--- src/rtl/light_ctrl_pkg.sv ---
// Shared definitions for the lamp access arbiter and the per-source light FSMs:
// arbiter state encoding, lamp level constants and the auto-off source id.
package light_ctrl_pkg;

  typedef enum logic [1:0] {
    ST_IDLE,
    ST_GRANT,
    ST_DRIVE,
    ST_SETTLE
  } arb_state_e;

  localparam logic LAMP_ON  = 1'b1;
  localparam logic LAMP_OFF = 1'b0;

  localparam int DEFAULT_NREQ = 3;

  // Source id reported for the arbiter's own auto-off command (one past the last requester).
  localparam int AUTO_SRC = DEFAULT_NREQ;

  function automatic int next_ptr(input int src, input int nreq);
    return (src + 1) % nreq;
  endfunction

endpackage

--- src/rtl/rr_picker.sv ---
// Combinational round-robin picker: rotate requests so ptr_i sits at bit 0,
// isolate the lowest set bit, rotate back. Returns one-hot winner and its index.
module rr_picker #(
  parameter  int NREQ = 3,
  localparam int IW   = $clog2(NREQ)
) (
  input  logic [NREQ-1:0] req_i,
  input  logic [IW-1:0]   ptr_i,
  output logic [NREQ-1:0] onehot_o,
  output logic [IW-1:0]   idx_o
);

  logic [2*NREQ-1:0] req_dbl;
  logic [2*NREQ-1:0] pick_dbl;
  logic [NREQ-1:0]   req_rot;
  logic [NREQ-1:0]   pick_rot;

  always_comb begin
    // NOTE: every output gets a default before any conditional write, so no latch is inferred.
    idx_o    = '0;
    req_dbl  = {req_i, req_i} >> ptr_i;
    req_rot  = req_dbl[NREQ-1:0];
    pick_rot = req_rot & (~req_rot + NREQ'(1));
    pick_dbl = {pick_rot, pick_rot} << ptr_i;
    onehot_o = pick_dbl[2*NREQ-1:NREQ];
    for (int i = 0; i < NREQ; i++) begin
      if (onehot_o[i]) idx_o = IW'(i);
    end
  end

endmodule

--- src/rtl/lamp_access_arbiter.sv ---
// Round-robin arbiter giving NREQ command sources exclusive access to the lamp driver,
// with a settle gap after every driver handshake. Optional auto-off timer: LAMP_AUTO_OFF_EN.
module lamp_access_arbiter
  import light_ctrl_pkg::*;
#(
  parameter int NREQ       = DEFAULT_NREQ,
  parameter int SETTLE_CYC = 4
`ifdef LAMP_AUTO_OFF_EN
  , parameter int AUTO_OFF_CYC = 1000
`endif
) (
  input  logic                      clk,
  input  logic                      reset_n,
  input  logic [NREQ-1:0]           req,
  input  logic [NREQ-1:0]           cmd_on,
  output logic [NREQ-1:0]           gnt,
  output logic                      drv_valid,
  output logic                      drv_on,
  input  logic                      drv_ready,
  output logic                      lamp_on,
  output logic                      busy,
  output logic [$clog2(NREQ+1)-1:0] last_src
);

  localparam int IW = $clog2(NREQ);
  localparam int SW = $clog2(NREQ + 1);
  localparam int CW = (SETTLE_CYC > 1) ? $clog2(SETTLE_CYC) : 1;

  arb_state_e      state_q;
  logic [IW-1:0]   ptr_q;
  logic [SW-1:0]   src_q;
  logic            cmd_q;
  logic [CW-1:0]   settle_q;
  logic [NREQ-1:0] gnt_q;
  logic            drv_valid_q;
  logic            drv_on_q;
  logic            lamp_on_q;
  logic            busy_q;
  logic [SW-1:0]   last_src_q;

  logic [NREQ-1:0] pick_onehot;
  logic [IW-1:0]   pick_idx;
  logic            handshake;

  assign handshake = (state_q == ST_DRIVE) && drv_ready;

  rr_picker #(.NREQ(NREQ)) u_picker (
    .req_i    (req),
    .ptr_i    (ptr_q),
    .onehot_o (pick_onehot),
    .idx_o    (pick_idx)
  );

`ifdef LAMP_AUTO_OFF_EN
  localparam int TW = $clog2(AUTO_OFF_CYC);

  logic [TW-1:0] timer_q, timer_d;
  logic          auto_off_due;

  // Any ON grant (applied or redundant) restarts the on-time window; lamp going off clears it.
  always_comb begin
    timer_d = timer_q;
    if ((handshake && drv_on_q == LAMP_ON) ||
        (state_q == ST_GRANT && cmd_q == LAMP_ON && lamp_on_q == LAMP_ON))
      timer_d = TW'(AUTO_OFF_CYC - 1);
    else if (handshake)
      timer_d = '0;
    else if (lamp_on_q == LAMP_ON && timer_q != '0)
      timer_d = timer_q - TW'(1);
  end

  always_ff @(posedge clk or negedge reset_n) begin
    if (!reset_n) timer_q <= '0;
    else          timer_q <= timer_d;
  end

  assign auto_off_due = (lamp_on_q == LAMP_ON) && (timer_q == '0);
`endif

  always_ff @(posedge clk or negedge reset_n) begin
    if (!reset_n) begin
      state_q     <= ST_IDLE;
      ptr_q       <= '0;
      src_q       <= '0;
      cmd_q       <= LAMP_OFF;
      settle_q    <= '0;
      gnt_q       <= '0;
      drv_valid_q <= 1'b0;
      drv_on_q    <= LAMP_OFF;
      lamp_on_q   <= LAMP_OFF;
      busy_q      <= 1'b0;
      last_src_q  <= '0;
    end else begin
      // NOTE: non-blocking assignments throughout, so every branch sees pre-edge state.
      gnt_q <= '0;
      case (state_q)
        ST_IDLE: begin
          if (|req) begin
            src_q   <= SW'(pick_idx);
            cmd_q   <= |(cmd_on & pick_onehot);
            gnt_q   <= pick_onehot;
            busy_q  <= 1'b1;
            state_q <= ST_GRANT;
          end
`ifdef LAMP_AUTO_OFF_EN
          else if (auto_off_due) begin
            src_q       <= SW'(NREQ);
            cmd_q       <= LAMP_OFF;
            drv_valid_q <= 1'b1;
            drv_on_q    <= LAMP_OFF;
            busy_q      <= 1'b1;
            state_q     <= ST_DRIVE;
          end
`endif
        end
        ST_GRANT: begin
          ptr_q <= IW'(next_ptr(int'(src_q), NREQ));
          if (cmd_q == lamp_on_q) begin
            busy_q  <= 1'b0;
            state_q <= ST_IDLE;
          end else begin
            drv_valid_q <= 1'b1;
            drv_on_q    <= cmd_q;
            state_q     <= ST_DRIVE;
          end
        end
        ST_DRIVE: begin
          if (handshake) begin
            drv_valid_q <= 1'b0;
            lamp_on_q   <= drv_on_q;
            last_src_q  <= src_q;
            settle_q    <= CW'(SETTLE_CYC - 1);
            state_q     <= ST_SETTLE;
          end
        end
        ST_SETTLE: begin
          if (settle_q == '0) begin
            busy_q  <= 1'b0;
            state_q <= ST_IDLE;
          end else begin
            settle_q <= settle_q - CW'(1);
          end
        end
        default: state_q <= ST_IDLE;
      endcase
    end
  end

  assign gnt       = gnt_q;
  assign drv_valid = drv_valid_q;
  assign drv_on    = drv_on_q;
  assign lamp_on   = lamp_on_q;
  assign busy      = busy_q;
  assign last_src  = last_src_q;

endmodule
--- config.mk ---
export PLATFORM = sky130hd
export DESIGN_NAME = lamp_access_arbiter
export DESIGN_NICKNAME = d
export VERILOG_FILES = /design/src/rtl/light_ctrl_pkg.sv /design/src/rtl/rr_picker.sv /design/src/rtl/lamp_access_arbiter.sv
export SDC_FILE = /design/constraint.sdc
export NUM_CORES = 1
export LEC_CHECK = 0
export CORE_MARGIN = 10
export CORE_UTILIZATION = 45
export CTS_CLUSTER_DIAMETER = 150
export DETAILED_ROUTE_END_ITERATION = 10
export GPL_ROUTABILITY_DRIVEN = 0
export GPL_TIMING_DRIVEN = 0
export PLACE_DENSITY = 0.72
export SLEW_MARGIN = 10
export SYNTH_ARGS = -nofsm -noshare
export SYNTH_HDL_FRONTEND = slang
export SYNTH_SLANG_ARGS = --single-unit
export TNS_END_PERCENT = 50
--- constraint.sdc ---
create_clock -name clk -period 1.64 [get_ports clk]
set_input_delay 0.164 -clock clk [delete_from_list [all_inputs] [get_ports clk]]
set_output_delay 0.164 -clock clk [all_outputs]
set_load 0.03 [all_outputs]
; ---- After elaboration in Yosys (flattened, before gate mapping)
; Cells that the tools add are included.
[word_totals]
register_bits = 18
latch_bits = 0
mem_bits_rw = 0
romBits = 0
inputBits = 9
out_inout_bits = 9
elab_cells = 64
mem_count = 0
[op_classes]
addsub = 3
multipliers = 0
div = 1
magnitude_cmp = 0
eq_ne = 10
shift = 2
mux = 18
n_bitwise = 4
reduce_logical = 15
[ops]
columns = operator, n
row1 = 32-bit by 3-bit remainder unit with 32-bit output (second input constant), 1
row2 = 2-bit 2-to-1 mux, 6
row3 = 2-bit != test (second input constant), 6
row4 = 3-bit AND reduction, 3
row5 = 2-bit case mux with 4 select lines, 1
row6 = 3-bit bitwise AND, 2
row7 = 1-bit 2-to-1 mux, 6
row8 = 3-bit 2-to-1 mux, 2
row9 = 2-bit AND reduction, 3
row10 = 3-bit OR reduction, 2
row11 = 6-bit by 2-bit << shifter with 6-bit output, 1
row12 = 6-bit by 2-bit right shift with 3-bit output, 1
row13 = 2-bit equality test (second input constant), 2
row14 = 2-bit zero test, 2
row15 = 2-bit case mux with 2 select lines, 1
row16 = 4-bit AND reduction, 1
row17 = 2-bit nonzero test, 2
row18 = 2-bit by 1-bit adder with 3-bit output (second input constant), 1
row19 = 3-bit by 1-bit adder with 3-bit output (second input constant), 1
row20 = 3-bit NOT, 1
row21 = 1-bit case mux with 3 select lines, 1
row22 = 3-bit nonzero test, 1
row23 = 2-bit by 1-bit equality test with 1-bit output (second input constant), 1
row24 = 1-bit case mux with 2 select lines, 1
row25 = other kinds (4), 4

; ---- Longest topological paths before layout
; Gate-level depths: netlist (run 1).
[logic_depth]
depth_word = 7
depth_mapped = 5
depth_no_buf = 5

; ---- Hierarchy
; A second synthesis (run 1) with hierarchy kept.
[hier_totals]
cells_unflattened = 84
area_unflattened_um2 = 922.1
[by_module_without_submodules]
columns = mod, n_inst, cells_each, area_each_um2, seq_area_each_um2
row1 = lamp_access_arbiter, 1, 72, 832.0, 450.4
row2 = rr_picker, 1, 12, 90.1, 0.0

; ---- Worst setup path before layout (run 1)
; OpenSTA, ideal clock, no wires.
[synth_path]
path_type = register to register
from = register (tool-made name)
to = register ptr_q[0]
setup_ns = 0.125
arrival_time_ns = 1.063
required_ns = 1.515
setup_slack_ns = 0.452
stages_incl_launch_ff = 4
n_path_buf = 1
synth_period_minus_slack_ns = 1.188
path_cell_list = dfrtp_1 -> clkbuf_2 -> and2b_1 -> mux2_2
[synth_rtl]
columns = element, line_no
row1 = to (signal assigned), lamp_access_arbiter.sv:117  ; ptr_q <= IW'(next_ptr(int'(src_q), NREQ));
row2 = to (decl), lamp_access_arbiter.sv:30  ; logic [IW-1:0] ptr_q;

; ---- Worst setup path after layout (run 1)
[layout_path]
from = register lamp_on_q (netlist: lamp_on)
to = output port lamp_on
[layout_rtl]
columns = element, line_no
row1 = from (decl), lamp_access_arbiter.sv:37  ; logic lamp_on_q;
row2 = from (signal assigned), lamp_access_arbiter.sv:130  ; lamp_on_q <= drv_on_q;
row3 = to (decl), lamp_access_arbiter.sv:20  ; output logic lamp_on,
; No word-level cell between the ends.

==> run_results.csv, run 1 <==
group,metric,value,unit
status,outcome,"finished clean",
layout,multi_input_area,385,um^2
logic_synthesis,postSynthRegisterBits,18,
worst_setup_path,cp.required,1.48,ns
flow_run,max-cap-violations,0,
sta,finalClockSkew,0.00596,ns
layout,final_nets,112,
sta,final_hold_viol_count,0,
sta,setup_viol,0,
clocking,postCtsSetupRepairBufs,0,
layout,layout-drive-gt1-share,14.0,%
worst_setup_path,critical_path.startpoint_type,"flip-flop",
route,post-route-drc-count,0,
clocking,clock_tree.root_cell,"sky130_fd_sc_hd__clkbuf_4",
route,drt_first_pass_iters,4,
clocking,post_cts.resized_instances,0,
logic_synthesis,synth_sequential_area_ratio,52.3,%
route,postRouteAntennaNets,0,
floorplan,dieHeight,63.7,um
logic_synthesis,synth.yosys.warnings,0,
worst_setup_path,timing.critical_path.fanout_max,4,
layout,diodes,0,
worst_setup_path,cp_data_arrival_time,1.38,ns
place,place.detailed.hpwl,1.41,mm
power_and_ir_drop,vdd.ir_drop.worst,0.00126,V
place,port-buffer-count,17,
route,routed_wl,1.78,mm
clocking,cts_buffers,3,
layout,areaGrowthSynthToFinish,27.6,%
place,dp_cells,121,
worst_setup_path,worst_setup_path_end_kind,"output port",
layout,n_fill_cell,168,
clocking,tritoncts,"yes",
worst_setup_path,critical_path_buf_inv_count,1,
global_routing,antenna_found_initial,0,
worst_setup_path,crit_path_top_delay_cell,"sky130_fd_sc_hd__clkdlybuf4s50_1",
floorplan,row_count,15,
clocking,cts_htree_levels,1,
floorplan,core-area,0.00176,mm^2
logic_synthesis,postSynthAreaPerCell,10.9,um^2
global_routing,globalRoute.totalOverflow,0,
floorplan,fp.dieArea,0.00406,mm^2
route,detail_route.iter0.violations,5,
clocking,clk_transition_reported_paths,0.10,ns
sta,worst_pin_slew,0.778,ns
worst_hold_path,class_of_the_tightest_hold_or_removal_check,"input pin to asynchronous set/reset pin",
logic_synthesis,syn-num-nets,90,
global_routing,first_pass_grt_wire_length,3.01,mm
worst_setup_path,cells_along_the_critical_path,"clkdlybuf4s50_1",
clocking,cts_num_sinks,18,
logic_synthesis,post_synth_inst_count,79,
route,num_vias,629,
layout,post_layout_nonfiller_instances,125,
sta,grt_setup_unrepaired,"no",
sta,finalWorstPathRequiredPeriod,1.55,ns
route,routed_via_density,5.03,
worst_setup_path,timing.critical_path.max_delay_family,"buffers and inverters",
global_routing,grt_start_max_net_pins,19,
global_routing,grt_pass1_vias,647,
power_and_ir_drop,power-per-cell-area,1740,mW/mm^2
clocking,max-clock-path-buffers,2,
floorplan,floorplan.io_pins,18,
clocking,clkLatencyLatePin,0.29,ns
sta,worst_slew_margin_rel,48.0,%
clocking,hold_buffers,0,
power_and_ir_drop,power.leakage,0.000489,uW
sta,final_sum_of_negative_setup_slack,0,ns
worst_setup_path,critical-path-max-stage-delay,0.70,ns
logic_synthesis,syn-cell-area,861,um^2
logic_synthesis,synth_cell_type_count,29,
global_routing,global_route.usage.total,9.24,%
layout,regArea,450,um^2
sta,timing.fmax,0.647,GHz
sta,timing.final.crit_share,94.2,%
worst_setup_path,timing_worst_setup_path_type,"flip-flop to output port",
sta,timing.final.max_slew_violations,0,
floorplan,die-width,63.7,um
route,wl_per_cell,14.2,um
floorplan,initial_utilization,48.8,%
power breakdown:
| part | switching [uW] | internal, uW |
|---|---|---|
| combinational | 471 | 429 |
| sequential | 124 | 619 |
| clock | 132 | 135 |
| total | 726 | 1180 |
cell usage after synthesis:
master	number	area (um^2)
sky130_fd_sc_hd__and4_1	1	8.76
sky130_fd_sc_hd__or3b_1	1	8.76
sky130_fd_sc_hd__nand2b_1	3	18.8
sky130_fd_sc_hd__ha_1	2	25.0
sky130_fd_sc_hd__clkbuf_2	2	10.0
sky130_fd_sc_hd__o31ai_1	1	7.51
sky130_fd_sc_hd__and2b_1	1	7.51
sky130_fd_sc_hd__nand3_1	1	5.00
sky130_fd_sc_hd__o21a_1	2	15.0
sky130_fd_sc_hd__nand4_1	1	6.26
sky130_fd_sc_hd__a21oi_1	5	25.0
sky130_fd_sc_hd__o31a_1	1	8.76
sky130_fd_sc_hd__o211ai_2	1	12.5
sky130_fd_sc_hd__nor2b_1	5	31.3
sky130_fd_sc_hd__dfrtp_1	18	450
sky130_fd_sc_hd__inv_1	4	15.0
sky130_fd_sc_hd__and3_4	1	11.3
sky130_fd_sc_hd__nor2_2	1	6.26
sky130_fd_sc_hd__xor2_1	1	8.76
sky130_fd_sc_hd__nand2_1	3	11.3
sky130_fd_sc_hd__o21ai_0	6	30.0
sky130_fd_sc_hd__mux2_2	5	56.3
sky130_fd_sc_hd__nor2_1	4	15.0
sky130_fd_sc_hd__mux2i_1	1	10.0
sky130_fd_sc_hd__and2_1	1	6.26
sky130_fd_sc_hd__a22o_1	1	8.76
sky130_fd_sc_hd__a31oi_1	2	12.5
sky130_fd_sc_hd__a21o_1	3	22.5
sky130_fd_sc_hd__and3_1	1	6.26
logic make-up after synthesis:
group / synth area share, %
fa+ha+maj: 2.91
buf+inv: 2.91
mux: 7.70
compound gates: 16.6
flops: 52.3
xor+xnor: 1.02
simple gates: 16.6
layout by cell type (no fill, tap or decap), types with 2 or more instances in the layout:
cell type,count
sky130_fd_sc_hd__dfrtp_1,18
sky130_fd_sc_hd__clkdlybuf4s50_1,17
sky130_fd_sc_hd__o21ai_0,6
sky130_fd_sc_hd__nor2b_1,5
sky130_fd_sc_hd__mux2_2,5
sky130_fd_sc_hd__a21oi_1,5
sky130_fd_sc_hd__inv_1,4
sky130_fd_sc_hd__nor2_1,4
sky130_fd_sc_hd__nand2b_1,3
sky130_fd_sc_hd__a21o_1,3
sky130_fd_sc_hd__nand2_1,3
sky130_fd_sc_hd__clkbuf_4,3
sky130_fd_sc_hd__clkbuf_2,2
sky130_fd_sc_hd__o21a_1,2
sky130_fd_sc_hd__a31oi_1,2
sky130_fd_sc_hd__ha_1,2
path summary, 6_finish.rpt:
| check | startpoint | end | slack [ns] | depth (start not counted) |
|---|---|---|---|---|
| worst max-delay path | lamp_on | lamp_on | 0.09 | 1 |
| worst min-delay path | reset_n | settle_q[1] | 0.32 | 1 |
| worst max register to register | flip-flop | cmd_q | 0.21 | 5 |
| worst min register to register | last_src[1] | last_src[1] | 0.50 | 2 |
| max in group asynchronous | reset_n | ptr_q[0] | 0.83 | 1 |
| min in group clk | cmd_on[2] | cmd_q | 0.49 | 3 |
layout make-up:
| class | instances | area share, % |
|---|---|---|
| buffer | 2 | 0.911 |
| clock buffer | 4 | 3.30 |
| inverter | 4 | 1.37 |
| multi-input combinational | 55 | 35.1 |
| sequential | 18 | 41.0 |
| tap | 25 | 2.85 |
| timing repair buffer | 17 | 15.5 |
state kept, by name, summed over array words and instances (netlist names), named ones only:
signal and flops:
gnt 3, last_src 2, ptr_q 2, settle_q 2, src_q 2, busy 1
cmd_q 1, drv_on 1, drv_valid 1, lamp_on 1, state_q 1
metrics by stage:
step / worst slack [ns] / area, um^2 / util [%] / power [uW] / hold slack [ns]
2_1_floorplan: 0.452 / 861 / - / 1360 / -0.132
3_3_place_gp: 0.0833 / 1060 / 60.2 / 1630 / 0.462
3_5_place_dp: 0.0222 / 1060 / 60.2 / 1670 / 0.473
4_1_cts: 0.0606 / 1100 / 62.3 / 1940 / 0.350
5_1_grt: 0.0277 / 1100 / 62.3 / 2060 / 0.371
6_report: 0.0949 / 1100 / 62.3 / 1910 / 0.321
layer usage:
layer / wire length (um) / GRT usage, % / part of all wire (%) / vias up
met3: 85 / 3.14 / 4.8 / 2
met1: 765 / 9.84 / 43 / 299
li1: - / - / - / 320
met2: 902 / 15.5 / 51 / 8
met4: 22 / 5.74 / 1.2 / 0
met5: 0 / 0 / 0 / -
No activity file was read; power rests on OpenSTA's default activity.
==> inputs of run 2 (changes only) <==
--- a/config.mk
+++ b/config.mk
@@ -5,7 +5,7 @@
 export SDC_FILE = /design/constraint.sdc
 export NUM_CORES = 1
 export LEC_CHECK = 0
-export CORE_MARGIN = 10
+export CORE_MARGIN = 8
 export CORE_UTILIZATION = 45
 export CTS_CLUSTER_DIAMETER = 150
 export DETAILED_ROUTE_END_ITERATION = 10
==> run 2 against run 1 <==
Net effect: first-iteration DRC count rose to 4.8 times the previous value; via count rose by 1.9%; non-clock buffer count did not move; cell area rose by 0.23%; sequential share of layout area fell by 0.093 points; register-to-register slack improved by 0.08 ns; fmax fell by 0.17%; clock skew barely moved; global-route usage rose by 0.36 points; critical path type unchanged; highest routed layer unchanged.
==> run_results.csv, run 2 (synthesis results as in run 1) <==
group,metric,value,unit
status,outcome,"finished clean",
route,num_vias,641,
clocking,cts_htree_levels,1,
layout,largest_register_ff_count,3,
worst_setup_path,timing.critical_path.max_delay_family,"buffers and inverters",
sta,worst_pin_slew,0.778,ns
floorplan,initial_utilization,45.7,%
route,post-route-drc-count,0,
route,routed_via_density,5.05,
layout,post_layout_nonfiller_instances,127,
place,place_area,0.00106,mm^2
layout,areaGrowthSynthToFinish,27.9,%
sta,finalClockSkew,0.00550,ns
power_and_ir_drop,power-per-cell-area,1720,mW/mm^2
place,dp_cells,123,
worst_setup_path,timing_worst_setup_path_type,"flip-flop to output port",
worst_setup_path,timing.reg2reg.worst_path_depth,5,
worst_setup_path,endpoint,"lamp_on",
power_and_ir_drop,vdd.ir_drop.worst,0.000723,V
layout,finalCoreUtilization,58.5,%
floorplan,die-width,59.7,um
clocking,tritoncts,"yes",
worst_setup_path,critical-path-max-stage-delay,0.69,ns
worst_setup_path,cp_data_arrival_time,1.38,ns
layout,layout-drive-gt1-share,14.0,%
floorplan,fp.dieArea,0.00357,mm^2
floorplan,dieHeight,59.7,um
place,port-buffer-count,17,
layout,final_common_cell,"sky130_fd_sc_hd__dfrtp_1",
layout,diodes,0,
clocking,clock_tree.root_cell,"sky130_fd_sc_hd__clkbuf_4",
worst_setup_path,crit_path_top_delay_cell,"sky130_fd_sc_hd__clkdlybuf4s50_1",
clocking,clk_transition_reported_paths,0.10,ns
global_routing,first_pass_grt_wire_length,2.59,mm
global_routing,globalRoute.totalOverflow,0,
worst_setup_path,critical_path.startpoint_type,"flip-flop",
route,wl_per_cell,12.4,um
place,place.detailed.hpwl,1.26,mm
worst_setup_path,cells_along_the_critical_path,"clkdlybuf4s50_1",
sta,timing.final.max_slew_violations,0,
sta,final_hold_viol_count,0,
layout,n_fill_cell,181,
clocking,cts_num_sinks,18,
route,detail_route.iter0.violations,24,
worst_setup_path,r2r_setup_slack,0.29,ns
sta,worst_slew_margin_rel,47.9,%
layout,final_cell_mix,"18 x sky130_fd_sc_hd__dfrtp_1, 17 x sky130_fd_sc_hd__clkdlybuf4s50_1, 6 x sky130_fd_sc_hd__o21ai_0",
sta,timing.fmax,0.646,GHz
layout,final_area,0.00110,mm^2
clocking,max-clock-path-buffers,2,
sta,timing.final.crit_share,94.4,%
sta,setup_viol,0,
route,postRouteAntennaNets,0,
sta,grt_setup_unrepaired,"no",
worst_setup_path,critical_path_buf_inv_count,1,
worst_hold_path,class_of_the_tightest_hold_or_removal_check,"input pin to asynchronous set/reset pin",
clocking,post_cts.resized_instances,0,
route,routed_wl,1.57,mm
power_and_ir_drop,power.leakage,0.000489,uW
floorplan,floorplan.io_pins,18,
clocking,cts_buffers,3,
floorplan,row_count,16,
worst_setup_path,timing.critical_path.fanout_max,4,
worst_setup_path,cp.required,1.48,ns
clocking,clkLatencyLatePin,0.28,ns
flow_run,max-cap-violations,0,
global_routing,antenna_found_initial,0,
route,drt_first_pass_iters,6,
sta,final_sum_of_negative_setup_slack,0,ns
worst_setup_path,worst_setup_path_end_kind,"output port",
layout,final_nets,112,
worst_setup_path,path_depth,1,
global_routing,global_route.usage.total,9.60,%
worst_setup_path,worstSetupStartpoint,"lamp_on",
worst_setup_path,regToRegEndpoint,"cmd_q",
clocking,postCtsSetupRepairBufs,0,
global_routing,grt_start_max_net_pins,19,
sta,finalWorstPathRequiredPeriod,1.55,ns
floorplan,core-area,0.00188,mm^2
clocking,hold_buffers,0,
global_routing,grt_pass1_vias,620,
[run 2: cell type report]
type / instances / area, um^2 / area share, %
well taps: 27 / 33.8 / 3.07
clock buffers: 4 / 36.3 / 3.30
plain buffers: 2 / 10.0 / 0.909
repair buffers: 17 / 170 / 15.5
multi-input cells: 55 / 385 / 35.0
inverters: 4 / 15.0 / 1.36
flip-flops and latches: 18 / 450 / 40.9
[run 2: power by group]
part	switching (uW)	internal, uW
logic	458	428
clock network	125	135
registers	126	619
[run 2: worst min path at each step]
stage	from	to	slack [ns]
2_1_floorplan	reset_n	asynchronous set/reset pin	-0.13
3_3_place_gp	src_q[1]	src_q[1]	0.46
3_5_place_dp	last_src[1]	last_src[1]	0.47
4_1_cts	reset_n	state_q[0]	0.34
5_1_grt	reset_n	ptr_q[0]	0.37
6_report	reset_n	state_q[0]	0.33
[run 2: through the flow]
step / setup WS (ns) / hold WS, ns / total power (uW)
2_1_floorplan: 0.452 / -0.132 / 1360
5_1_grt: 0.0230 / 0.373 / 2030
3_5_place_dp: 0.0453 / 0.473 / 1650
6_report: 0.0923 / 0.328 / 1890
4_1_cts: 0.0839 / 0.343 / 1910
3_3_place_gp: 0.0664 / 0.463 / 1610
[run 2: layer usage]
layer / track usage (%) / share of wire (%)
met1: 10.5 / 45
met2: 16.0 / 49
met3: 2.58 / 4.5
met4: 6.12 / 1.1
met5: 0 / 0
==> inputs of run 3 (changes only) <==
--- a/config.mk
+++ b/config.mk
@@ -9,9 +9,9 @@
 export CORE_UTILIZATION = 45
 export CTS_CLUSTER_DIAMETER = 150
 export DETAILED_ROUTE_END_ITERATION = 10
-export GPL_ROUTABILITY_DRIVEN = 0
 export GPL_TIMING_DRIVEN = 0
 export PLACE_DENSITY = 0.72
+export SKIP_CTS_REPAIR_TIMING = 1
 export SLEW_MARGIN = 10
 export SYNTH_ARGS = -nofsm -noshare
 export SYNTH_HDL_FRONTEND = slang
==> results of run 3 <==
No change in the layout: final DEF, timing and power equal those of run 2.
